**config.mk**
```make
export PLATFORM = sky130hd
export DESIGN_NAME = ptrgen
export DESIGN_NICKNAME = d
export VERILOG_FILES = /design/src/rtl/ptr_pkg.sv /design/src/rtl/ptrgen_fsm.sv /design/src/rtl/ptrgen.sv
export SDC_FILE = /design/constraint.sdc
export NUM_CORES = 1
export LEC_CHECK = 0
export BUFFER_PORTS_ARGS = -buffer_cell sky130_fd_sc_hd__buf_4
export CAP_MARGIN = 20
export CORE_AREA = 2 2 83 85
export CTS_CLUSTER_SIZE = 30
export DETAILED_ROUTE_END_ITERATION = 8
export DIE_AREA = 0 0 85 87
export PLACE_DENSITY = 0.52
export SLEW_MARGIN = 20
export SYNTH_ARGS = -nofsm -noshare
export SYNTH_HDL_FRONTEND = slang
export SYNTH_SLANG_ARGS = --single-unit
```
**constraint.sdc**
```tcl
create_clock -name clk19 -period 3.04 [get_ports clk19]
set_clock_uncertainty 0.2 [all_clocks]
set_input_delay 0.304 -clock clk19 [delete_from_list [all_inputs] [get_ports clk19]]
set_output_delay 0.304 -clock clk19 [all_outputs]
set_load 0.02 [all_outputs]
```
**src/rtl/ptr_pkg.sv**
```systemverilog
// Shared AU-4 pointer constants and frame-state encoding, common to the
// pointer generator and the pointer interpreter.
package ptr_pkg;
  localparam logic [3:0] NDF_NORM     = 4'b0110;
  localparam logic [3:0] NDF_EN       = 4'b1001;
  localparam logic [1:0] SS_AU4       = 2'b10;
  localparam logic [9:0] I_MASK       = 10'b10_1010_1010;
  localparam logic [9:0] D_MASK       = 10'b01_0101_0101;
  localparam logic [9:0] MAXOFFSET    = 10'd782;
  localparam logic [7:0] Y_BYTE       = 8'h9B;
  localparam logic [7:0] ONE_BYTE     = 8'hFF;
  localparam logic [7:0] H3_BYTE      = 8'h00;
  localparam logic [7:0] AIS_BYTE     = 8'hFF;
  localparam logic [3:0] NSLOT        = 4'd9;
  localparam logic [1:0] GUARD_FRAMES = 2'd3;

  typedef enum logic [2:0] {
    NORM = 3'd0,
    NDF  = 3'd1,
    INC  = 3'd2,
    DEC  = 3'd3,
    AIS  = 3'd4
  } state_t;
endpackage

```
**src/rtl/ptrgen_fsm.sv**
```systemverilog
// Frame-rate pointer state machine: request arbitration, guard window and
// offset arithmetic. Define PTRGEN_OFFSET_CHECK_EN to refuse out-of-range loads.
module ptrgen_fsm
  import ptr_pkg::*;
#(
  parameter logic [9:0] MAXOFFSET   = 10'd782,
  parameter logic [9:0] INIT_OFFSET = 10'd0
) (
  input  logic       clk19,
  input  logic       rst,
  input  logic       txsof,
  input  logic       load_req,
  input  logic       inc_req,
  input  logic       dec_req,
  input  logic       ais_req,
  input  logic [9:0] offset_in,
  output state_t     state,
  output logic [9:0] off,
  output logic       ack,
  output logic       rej
);
  state_t     state_n;
  logic [9:0] off_n, base;
  logic [1:0] guard, guard_n, guard_left;
  logic       ack_n, rej_n, load_ok;

  always_ff @(posedge clk19 or negedge rst) begin
    if (!rst) begin
      state <= NORM;
      off   <= INIT_OFFSET;
      guard <= 2'd0;
      ack   <= 1'b0;
      rej   <= 1'b0;
    end else begin
      state <= state_n;
      off   <= off_n;
      guard <= guard_n;
      ack   <= ack_n;
      rej   <= rej_n;
    end
  end

  always_comb begin
    state_n = state;
    off_n   = off;
    guard_n = guard;
    ack_n   = 1'b0;
    rej_n   = 1'b0;
    // a justification takes effect on the frame after the one that signalled it
    base = off;
    if (state == INC)      base = (off >= MAXOFFSET) ? 10'd0 : off + 10'd1;
    else if (state == DEC) base = (off == 10'd0) ? MAXOFFSET : off - 10'd1;
    guard_left = (guard != 2'd0) ? guard - 2'd1 : 2'd0;
`ifdef PTRGEN_OFFSET_CHECK_EN
    load_ok = (offset_in <= MAXOFFSET);
`else
    load_ok = 1'b1;
`endif
    if (txsof) begin
      state_n = NORM;
      off_n   = base;
      guard_n = guard_left;
      if (ais_req) begin
        state_n = AIS;
        guard_n = 2'd0;
        ack_n   = 1'b1;
      end else if (load_req && load_ok) begin
        state_n = NDF;
        off_n   = offset_in;
        guard_n = GUARD_FRAMES;
        ack_n   = 1'b1;
      end else if (state == AIS) begin
        // leaving AIS always re-announces the held offset with NDF
        state_n = NDF;
        guard_n = GUARD_FRAMES;
        rej_n   = load_req;
      end else if (load_req) begin
        rej_n = 1'b1;
      end else if (inc_req || dec_req) begin
        if ((guard != 2'd0) || (inc_req && dec_req)) begin
          rej_n = 1'b1;
        end else begin
          state_n = inc_req ? INC : DEC;
          guard_n = GUARD_FRAMES;
          ack_n   = 1'b1;
        end
      end
    end
  end
endmodule

```
**src/rtl/ptrgen.sv**
```systemverilog
// AU-4 pointer byte generator: FSM instance plus the nine-slot H1..H3 byte mux.
// Define PTRGEN_OFFSET_CHECK_EN to refuse load offsets above MAXOFFSET.
module ptrgen
  import ptr_pkg::*;
#(
  parameter logic [9:0] MAXOFFSET   = ptr_pkg::MAXOFFSET,
  parameter logic [9:0] INIT_OFFSET = 10'd0
) (
  input  logic       clk19,
  input  logic       rst,
  input  logic       txsof,
  input  logic       en,
  input  logic [9:0] offset_in,
  input  logic       load_req,
  input  logic       inc_req,
  input  logic       dec_req,
  input  logic       ais_req,
  output logic [7:0] dout,
  output logic [9:0] cur_offset,
  output logic       req_ack,
  output logic       req_rej,
  output logic       inc_frm,
  output logic       dec_frm
);
  state_t     state;
  logic [9:0] off, tx_off;
  logic [3:0] slot;
  logic [7:0] h1, h2, slot_byte;

  ptrgen_fsm #(.MAXOFFSET(MAXOFFSET), .INIT_OFFSET(INIT_OFFSET)) u_fsm (
    .clk19    (clk19),
    .rst      (rst),
    .txsof    (txsof),
    .load_req (load_req),
    .inc_req  (inc_req),
    .dec_req  (dec_req),
    .ais_req  (ais_req),
    .offset_in(offset_in),
    .state    (state),
    .off      (off),
    .ack      (req_ack),
    .rej      (req_rej)
  );

  always_comb begin
    tx_off = off;
    if (state == INC)      tx_off = off ^ I_MASK;
    else if (state == DEC) tx_off = off ^ D_MASK;
    h1 = {(state == NDF) ? NDF_EN : NDF_NORM, SS_AU4, tx_off[9:8]};
    h2 = tx_off[7:0];
    case (slot)
      4'd0:       slot_byte = h1;
      4'd1, 4'd2: slot_byte = Y_BYTE;
      4'd3:       slot_byte = h2;
      4'd4, 4'd5: slot_byte = ONE_BYTE;
      default:    slot_byte = H3_BYTE;
    endcase
    if (state == AIS) slot_byte = AIS_BYTE;
  end

  // txsof outranks en; surplus en pulses emit zero and park the counter
  always_ff @(posedge clk19 or negedge rst) begin
    if (!rst) begin
      slot <= 4'd0;
      dout <= 8'h00;
    end else if (txsof) begin
      slot <= 4'd0;
    end else if (en) begin
      if (slot < NSLOT) begin
        dout <= slot_byte;
        slot <= slot + 4'd1;
      end else begin
        dout <= 8'h00;
      end
    end
  end

  assign cur_offset = off;
  assign inc_frm    = (state == INC);
  assign dec_frm    = (state == DEC);
endmodule
```
==> summary.md, run 1 <==
| Metric | Value |
|---|---|
| Hold Vio Cnt, Final | `0` |
| Syn_nets | `292` |
| Num CTS Buffers | `5` |
| Core box area | `0.00657 mm²` |
| Ys async rst share | `100%` |
| RD Place Congestion | `0.823` |
| Layout cells sized above 1 | `21.0%` |
| DR DRC count | `0` |
| Final-report setup violation count | `0` |
| VDD IR max | `289 µV` |
| Startpoint types | `flip-flop` |
| Syn. warnings | `0` |
| Row Count | `30` |
| Diodes inserted | `0` |
| Hpwl dp | `4260 µm` |
| Hold Crit Class | `in2reg` |
| H-tree levels | `2` |
| Ys flop type | `dfrtp_1` |
| Fin util | `39.9%` |
| RSZ-0062 raised after global routing | `no` |
| Area Overhead vs Synth | `19.5%` |
| Final Cycle Share | `86.8%` |
| CP Data Required Time | `3.01 ns` |
| Mapped cell area | `0.00219 mm²` |
| Worst slew pin tran | `0.779 ns` |
| Clk_lat worst skew | `0.29 ns` |
| Total negative slack | `0 ns` |
| Register bit count reported by yosys | `29` |
| Die Height | `87 µm` |
| Post-DRT Antenna Nets | `0` |
| Via density | `5.60` |
| Vias | `2,128` |
| Root Driver | `clkbuf_8` |
| Slew Viols, Final | `0` |
| Rel. slew slack | `47.8%` |
| Die ar. | `0.00740 mm²` |
| Pwr/cell area | `493 mW/mm²` |
| Clock transition at path regs | `0.07 ns` |
| Clock Sinks | `29` |
| Largest net degree at the start of global routing | `37` |
| PortBufs | `39` |
| Die W | `85 µm` |
| Initial antenna violation count | `0` |
| Fmax | `379 MHz` |
| Seq/Total Area, Yosys | `33.1%` |
| Detailed Route Iter0 Violations | `161` |
| FILL cells | `684` |
| Leak Pwr | `1.09 nW` |
| Dpl cells | `371` |
| Drt total wl | `6100 µm` |
| TritonCTS clock tree | `yes` |
| Vias in the first global route | `2,106` |
| Max-Cap Viols | `0` |
| Initial core utilization | `33.4%` |
| Avg Inst Size Synth | `8.25 µm²` |
| Overflow after GRT | `0` |
| Io pins | `40` |
| Status | `finished, final reports clean` |
| Layout Nets | `325` |
| Post-Syn Instances | `266` |
| Layout Cells excl Fill | `380` |
| Synth unique cells | `56` |
| Post-route setup slack | `0.401 ns` |
| Post-cts resize count | `0` |
| Routed len/inst | `16.1 µm` |
| CTS Buffer Depth | `2` |
| Crit path DAT | `2.61 ns` |
| DRT Pass-1 Iters | `4` |
| Worst setup EP type | `flip-flop` |
| Post-place setup slack | `0.406 ns` |
| First-pass GRT wire length | `10,700 µm` |
| Power after layout | `0.00129 W` |
| Total track usage | `18.0%` |
| Number of synthesized flops with an enable pin | `0` |
| Crit Path Max Fanout | `11` |
| CP Class | `reg2reg` |
| Tmin final | `2.64 ns` |
[power breakdown]
group / switching [W] / total [W] / internal (W)
combinational: 0.000231 / 0.000433 / 0.000202
clock: 0.000156 / 0.000315 / 0.000158
sequential: 0.000104 / 0.000544 / 0.000440
total: 0.000491 / 0.00129 / 0.000801
[layout make-up]
type	count	area, µm²	area share [%]
multi-input cells	210	1350	51.4
flip-flops and latches	29	726	27.7
repair buffers	44	333	12.7
well taps	80	100	3.82
clock buffers	6	72.6	2.77
inverters	9	33.8	1.29
clock inverters	2	10.0	0.382
[cells in the final DEF (no fill, tap or decap), types with 4 or more instances in the layout]
cell type and n:
dfrtp_1 29, a22o_1 8, ha_1 8, nor2_1 34, xnor2_1 9, buf_4 43, a21oi_1 10, nand3_1 6
xor2_1 4, nor4_1 5, clkbuf_8 5, nand2_1 23, a221oi_1 6, o21ai_0 26, inv_1 7, nand2b_1 7
nor3_1 9
[synthesized netlist by cell type (4+ instances only)]
master | instances | area, µm²
nand2_1 | 23 | 86.3
nor4_1 | 5 | 31.3
o21ai_0 | 26 | 130
a21oi_1 | 10 | 50.1
nand2b_1 | 7 | 43.8
nor3_1 | 9 | 45.0
ha_1 | 8 | 100
clkbuf_1 | 12 | 45.0
xor2_1 | 4 | 35.0
inv_1 | 7 | 26.3
a221oi_1 | 6 | 52.6
a22o_1 | 8 | 70.1
nor2_1 | 34 | 128
xnor2_1 | 9 | 78.8
dfrtp_1 | 29 | 726
nand3_1 | 6 | 30.0
[stage by stage]
step           instance area [µm²]  hold slack [ns]
3_5_place_dp                  2530           0.0677
6_report                      2620           0.0456
4_1_cts                       2620           0.0347
5_1_grt                       2620           0.0450
2_1_floorplan                 2190           -0.192
3_3_place_gp                  2530           0.0667
[registers in the layout (all words and copies together) (netlist names)]
name         flops
u_fsm.off       10
dout             8
slot             4
u_fsm.state      3
u_fsm.guard      2
u_fsm.ack        1
u_fsm.rej        1
[metal layers]
layer  global-route usage, %  share of wire (%)  vias to the layer above
met1                    24.9                 48                     1030
met4                    4.62                1.5                        0
li1                        -                  -                     1036
met2                    28.8                 46                       54
met5                       0                  0                        -
met3                    3.60                4.7                        8
[path summary, 6_finish.rpt]
path,cells after the start,start,slack (ns),end
worst max-delay path,7,u_fsm.off[0],0.40,u_fsm.off[0]
worst min-delay path,2,load_req,0.05,u_fsm.rej
worst max register to register,7,u_fsm.off[0],0.40,u_fsm.off[0]
worst min register to register,1,dout[5],0.30,dout[5]
max in group asynchronous,2,rst,2.06,dout[1]
min in group asynchronous,2,rst,0.29,u_fsm.guard[0]
[timing repair]
item | 4_1_cts | 5_1_grt
hold buffers | 1 | 0
setup buffers | 0 | 0
setup endpoints to repair | 0 | 0
hold endpoints to repair | 29 | 0
[logic make-up (layout without fill, tap and decap cells)]
family                   Yosys count  count (layout)  share of synthesized area [%]
buffers and inverters             27              61                           5.53
multiplexers                       2               2                           1.03
AND/OR/NAND/NOR                  107             107                           25.6
flip-flops                        29              29                           33.1
AO/OA/AOI/OAI                     80              80                           25.0
adder cells (fa/ha/maj)            8               8                           4.56
XOR/XNOR                          13              13                           5.19
[worst max-delay path: stages, from the launching register on]
cell       delay (ns)
dfrtp_1          0.51
inv_1            0.18
ha_1             0.18
or4bb_4          0.49
nor4b_4          0.41
nor2_2           0.11
a2111oi_2        0.37
nor2_1           0.08
(Power assumes the default switching activity.)
==> inputs of run 2 (changes only) <==
- CORE_AREA: 2 2 83 85 -> 2 2 97 99
- DIE_AREA: 0 0 85 87 -> 0 0 99 101
- PLACE_DENSITY: 0.52 -> 0.41
- clock period: 3.04 -> 2.5 ns (I/O delays scaled with it)
==> run 2 against run 1 <==
  * Global-route usage fell by 3.8 points
  * Combinational power is 46% higher
  * Critical path depth did not move
  * Critical endpoint unchanged
  * Via count up 0.99%
  * Sequential power up 11%
  * Sequential share of layout area is 1.7 points lower
  * Die area rose by 35%
  * Fmax rose by 12%
  * Critical path type unchanged
  * Hold slack worse by 0.0049 ns
  * Largest power group is now combinational logic
==> summary.md, run 2 (synthesis gave the netlist of run 1 again) <==
| Metric | Value |
|---|---|
| Reg-to-reg critical path startpoint | `u_fsm.off[0]` |
| VDD IR max | `220 µV` |
| Clk_lat worst skew | `0.29 ns` |
| Overflow after GRT | `0` |
| Rel. slew slack | `74.1%` |
| Clock Sinks | `29` |
| Drt total wl | `6760 µm` |
| Clock Power Share | `28.1%` |
| Dpl cells | `417` |
| Largest regs | `u_fsm.off (10), dout (8), slot (4)` |
| Routed len/inst | `15.9 µm` |
| Total negative slack | `0 ns` |
| Post-CTS Setup Inserts | `0` |
| Diodes inserted | `0` |
| Reg2Reg Depth | `7` |
| PortBufs | `39` |
| Area Overhead vs Synth | `28.0%` |
| Most frequent cells in the layout | `buf_4 (58), nor2_1 (34), dfrtp_1 (27), o21ai_0 (26), nand2_1 (23)` |
| Hold depth | `2` |
| Post-cts resize count | `0` |
| Crit-path slowest cell | `or4bb_4` |
| Critical R2R Capture | `u_fsm.off[0]` |
| Reg area | `728 µm²` |
| Largest net degree at the start of global routing | `37` |
| Clock transition at path regs | `0.07 ns` |
| DRT Pass-1 Iters | `4` |
| Final Cycle Share | `94.6%` |
| RD Place Congestion | `0.843` |
| Hpwl dp | `4960 µm` |
| H-tree levels | `2` |
| P_sw | `0.000615 W` |
| WP buf/inv | `1` |
| Fmax | `423 MHz` |
| Worst setup EP type | `flip-flop` |
| Flop-to-flop setup slack | `0.13 ns` |
| Tmin final | `2.37 ns` |
| Vias | `2,149` |
| Commonest non-fill, non-tap cell in the layout | `buf_4` |
| Largest register FFs | `10` |
| Via density | `5.04` |
| Critical path cell sequence | `inv_2 > ha_1 > or4bb_4 > nor4b_4 > nor2_2 > a2111oi_2 > nor2_1` |
| Vias in the first global route | `2,161` |
| Final-report setup violation count | `0` |
| Initial antenna violation count | `0` |
| Slew Viols, Final | `0` |
| Max incr delay on CP | `0.49 ns` |
| Area of the multi-input gates | `0.00135 mm²` |
| Hold Vio Cnt, Final | `0` |
| Die Height | `101 µm` |
| Layout cells sized above 1 | `25.7%` |
| Hold Crit Class | `in2reg` |
| Core box area | `0.00898 mm²` |
| Crit Path Max Fanout | `6` |
| Initial core utilization | `24.4%` |
| Crit path max-delay family | `simple AND/OR/NAND/NOR gates` |
| Num CTS Buffers | `5` |
| CP Depth | `7` |
| Max-Cap Viols | `0` |
| Worst slew pin tran | `0.379 ns` |
| Row Count | `35` |
| FILL cells | `964` |
| CP startpoint | `u_fsm.off[0]` |
| Leak Pwr | `1.17 nW` |
| Post-DRT Antenna Nets | `0` |
| Layout Nets | `341` |
| TritonCTS clock tree | `yes` |
| Die ar. | `0.0100 mm²` |
| First-pass GRT wire length | `11,300 µm` |
| Total track usage | `14.2%` |
| Layout Cells excl Fill | `426` |
| Io pins | `40` |
| DR DRC count | `0` |
| Startpoint types | `flip-flop` |
| Pwr/cell area | `614 mW/mm²` |
| Root Driver | `clkbuf_8` |
| Die W | `99 µm` |
| Crit path DAT | `2.33 ns` |
| Worst hold slack | `0.0407 ns` |
| Seq pwr share | `35.2%` |
| Detailed Route Iter0 Violations | `194` |
| Switching Share | `35.7%` |
| Worst hold path startpoint | `ais_req` |
| CTS Buffer Depth | `2` |
| CP Class | `reg2reg` |
| Combinational share of power | `36.7%` |
| CP Data Required Time | `2.46 ns` |
| Pint | `0.00111 W` |
| Hold EP | `u_fsm.ack` |
| Status | `finished, final reports clean` |
| Reg with most FFs | `u_fsm.off` |
| RSZ-0062 raised after global routing | `no` |
[run 2: cell types whose count changed in the layout (fill, tap and decap cells not counted), sizes merged]
cell         delta
clkbuf          -1
bufinv          +1
dlygate4sd3     +1
buf            +15
clkinv          -1
[run 2: how the worst max path moves through the flow]
stage                     slack, ns            to
final                          0.13  u_fsm.off[0]
after global routing           0.02  u_fsm.off[0]
after CTS                      0.08  u_fsm.off[0]
after detailed placement       0.09  u_fsm.off[0]
after global placement         0.14  u_fsm.off[0]
after floorplan                0.04  u_fsm.off[0]
[run 2: repair_timing]
item | 4_1_cts | 5_1_grt
hold buffers | 2 | 0
endpoints found under the setup margin | 0 | 2
endpoints found under the hold margin | 31 | 0
[run 2: per-layer routing]
metal / GRT usage [%] / up-vias / part of all wire (%)
met4: 4.95 / 0 / 1.4
met1: 19.7 / 1011 / 49
met5: 0 / - / 0
li1: - / 1070 / -
met2: 22.1 / 58 / 45
met3: 2.70 / 10 / 4.6
[run 2: metrics by stage]
| stage | util [%] | area, µm² | setup WS (ns) | total power (W) |
|---|---|---|---|---|
| after floorplan | - | 2220 | 0.0397 | 0.00100 |
| after global placement | 29.9 | 2680 | 0.145 | 0.00125 |
| after detailed placement | 29.9 | 2680 | 0.0897 | 0.00125 |
| after CTS | 31.3 | 2810 | 0.0798 | 0.00175 |
| after global routing | 31.3 | 2810 | 0.0246 | 0.00184 |
| final | 31.3 | 2810 | 0.134 | 0.00172 |
[run 2: final cells by class]
cell class | count | area share (%)
Multi-Input combinational cell | 210 | 48.0
Sequential cell | 29 | 25.9
Timing Repair Buffer | 60 | 16.2
Tap cell | 111 | 4.95
Clock buffer | 5 | 2.45
Clock inverter | 2 | 1.25
Inverter | 9 | 1.20
[run 2: power by group through the flow]
stage / Combinational [W] / Sequential (W) / Clock [W]
finish: 0.000631 / 0.000606 / 0.000485
global route: 0.000700 / 0.000619 / 0.000525
CTS: 0.000637 / 0.000607 / 0.000504
detailed placement: 0.000633 / 0.000616 / 0
global placement: 0.000637 / 0.000618 / 0
floorplan: 0.000338 / 0.000666 / 0
==> inputs of run 3 (changes only) <==
- PLACE_DENSITY: 0.41 -> 0.43
==> run 3 against run 2 <==
  * Final cell count is 0.94% higher
  * Routed wire length rose by 0.21%
  * Sequential power is essentially flat
  * Non-clock buffer count is 3 higher
  * Clock-buffer cell count unchanged
  * Clock power is 18% lower
  * Cell area grew 0.18%
  * Global-route usage about the same
  * Critical path depth grew 1
==> summary.md, run 3 (synthesis gave the netlist of run 1 again) <==
| Metric | Value |
|---|---|
| Via density | `5.03` |
| Initial core utilization | `24.4%` |
| Largest register FFs | `10` |
| Overflow after GRT | `0` |
| Vias in the first global route | `2,143` |
| RD Place Congestion | `0.833` |
| Hold EP | `u_fsm.ack` |
| Flop-to-flop setup slack | `0.18 ns` |
| Area Overhead vs Synth | `28.2%` |
| Metal-1 WL | `3270 µm` |
| Die Height | `101 µm` |
| Reg-to-reg critical path startpoint | `u_fsm.off[0]` |
| Tmin final | `2.32 ns` |
| Hpwl dp | `5000 µm` |
| Rel. slew slack | `67.6%` |
| H-tree levels | `2` |
| Critical R2R Capture | `u_fsm.off[7]` |
| Total track usage | `14.2%` |
| Final-report setup violation count | `0` |
| Clock transition at path regs | `0.07 ns` |
| Layout cells sized above 1 | `26.6%` |
| Slew Viols, Final | `0` |
| Highest Signal Layer | `met4` |
| Io pins | `40` |
| First-pass GRT wire length | `11,400 µm` |
| Die ar. | `0.0100 mm²` |
| Status | `finished, final reports clean` |
| Post-DRT Antenna Nets | `0` |
| Num CTS Buffers | `5` |
| RSZ-0062 raised after global routing | `no` |
| TritonCTS clock tree | `yes` |
| Pwr/cell area | `583 mW/mm²` |
| Commonest non-fill, non-tap cell in the layout | `buf_4` |
| Crit path DAT | `2.28 ns` |
| Dpl cells | `420` |
| Leak Pwr | `1.18 nW` |
| Hold Crit Class | `in2reg` |
| Total negative slack | `0 ns` |
| Most frequent cells in the layout | `buf_4 (61), nor2_1 (34), dfrtp_1 (27), o21ai_0 (26), nand2_1 (23)` |
| Clock Sinks | `29` |
| Clk_lat worst skew | `0.28 ns` |
| Row Count | `35` |
| Reg2Reg Depth | `8` |
| Die W | `99 µm` |
| Worst slew pin tran | `0.485 ns` |
| DRT Pass-1 Iters | `4` |
| Largest net degree at the start of global routing | `37` |
| Root Driver | `clkbuf_8` |
| Routed len/inst | `15.8 µm` |
| CP Data Required Time | `2.46 ns` |
| Fmax | `430 MHz` |
| Core box area | `0.00898 mm²` |
| CTS Buffer Depth | `2` |
| CP Class | `reg2reg` |
| Final Cycle Share | `93.0%` |
| Hold Vio Cnt, Final | `0` |
| Worst setup EP type | `flip-flop` |
| Detailed Route Iter0 Violations | `92` |
| Layout Nets | `344` |
| Layout Cells excl Fill | `430` |
| Reg with most FFs | `u_fsm.off` |
| VDD IR max | `181 µV` |
| Hold depth | `2` |
| Drt total wl | `6770 µm` |
| Largest regs | `u_fsm.off (10), dout (8), slot (4)` |
| Startpoint types | `flip-flop` |
| Worst hold path startpoint | `ais_req` |
| Diodes inserted | `0` |
| Post-CTS Setup Inserts | `0` |
| Met2 wire length | `3250 µm` |
| Worst hold slack | `0.0379 ns` |
| Vias | `2,164` |
| WL met3 | `221 µm` |
| Max-Cap Viols | `0` |
| DR DRC count | `0` |
| Initial antenna violation count | `0` |
| PortBufs | `39` |
| Crit Path Max Fanout | `4` |
## run 3: metrics by stage
stage                     area (µm²)  power [W]  util (%)  setup slack (ns)
after floorplan                 2220    0.00100         -            0.0397
after global placement          2710    0.00126      30.1             0.260
after detailed placement        2710    0.00126      30.1             0.226
after CTS                       2810    0.00166      31.3             0.195
after global routing            2810    0.00176      31.3            0.0862
final                           2810    0.00164      31.3             0.175
## run 3: worst max-delay path, cell delays in order, from the launching register on
cell,delay (ns)
dfrtp_2,0.41
inv_2,0.09
ha_1,0.16
or4bb_4,0.49
nor4b_4,0.33
buf_4,0.19
nor3_1,0.04
nor4_1,0.19
nor3_1,0.10
## run 3: final cells by class
type | instances | area, µm²
inverter | 9 | 33.8
timing repair buffer | 63 | 478
sequential | 29 | 728
tap | 111 | 139
clock buffer | 5 | 68.8
fill | 961 | 6170
multi-input combinational | 210 | 1350
clock inverter | 3 | 17.5
## run 3: timing repair
| action | 4_1_cts | 5_1_grt |
|---|---|---|
| hold buffers | 2 | 0 |
| gates resized for setup | 0 | 0 |
| endpoints found under the setup margin | 0 | 0 |
| hold endpoints to repair | 31 | 0 |
## run 3: worst max path at each step
stage / from / endpoint / slack, ns
after floorplan: u_fsm.off[0] / u_fsm.off[0] / 0.04
after global routing: slot[0] / dout[4] / 0.09
final: u_fsm.off[0] / u_fsm.off[7] / 0.18
after global placement: u_fsm.off[0] / u_fsm.off[0] / 0.26
after detailed placement: u_fsm.off[0] / u_fsm.off[7] / 0.23
after CTS: u_fsm.off[0] / u_fsm.off[7] / 0.19
## run 3: per-layer routing
layer | vias up | track usage (%)
met5 | - | 0
met4 | 0 | 2.85
met3 | 2 | 3.54
met2 | 43 | 23.4
met1 | 1042 | 18.9
li1 | 1077 | -
## run 3: power by group
group | total (W) | leakage [nW] | switching (W) | internal [W]
registers | 0.000607 | 0.354 | 0.0000698 | 0.000537
clock network | 0.000396 | 0.0439 | 0.000204 | 0.000192
logic | 0.000637 | 0.779 | 0.000351 | 0.000286
total | 0.00164 | 1.18 | 0.000625 | 0.00102
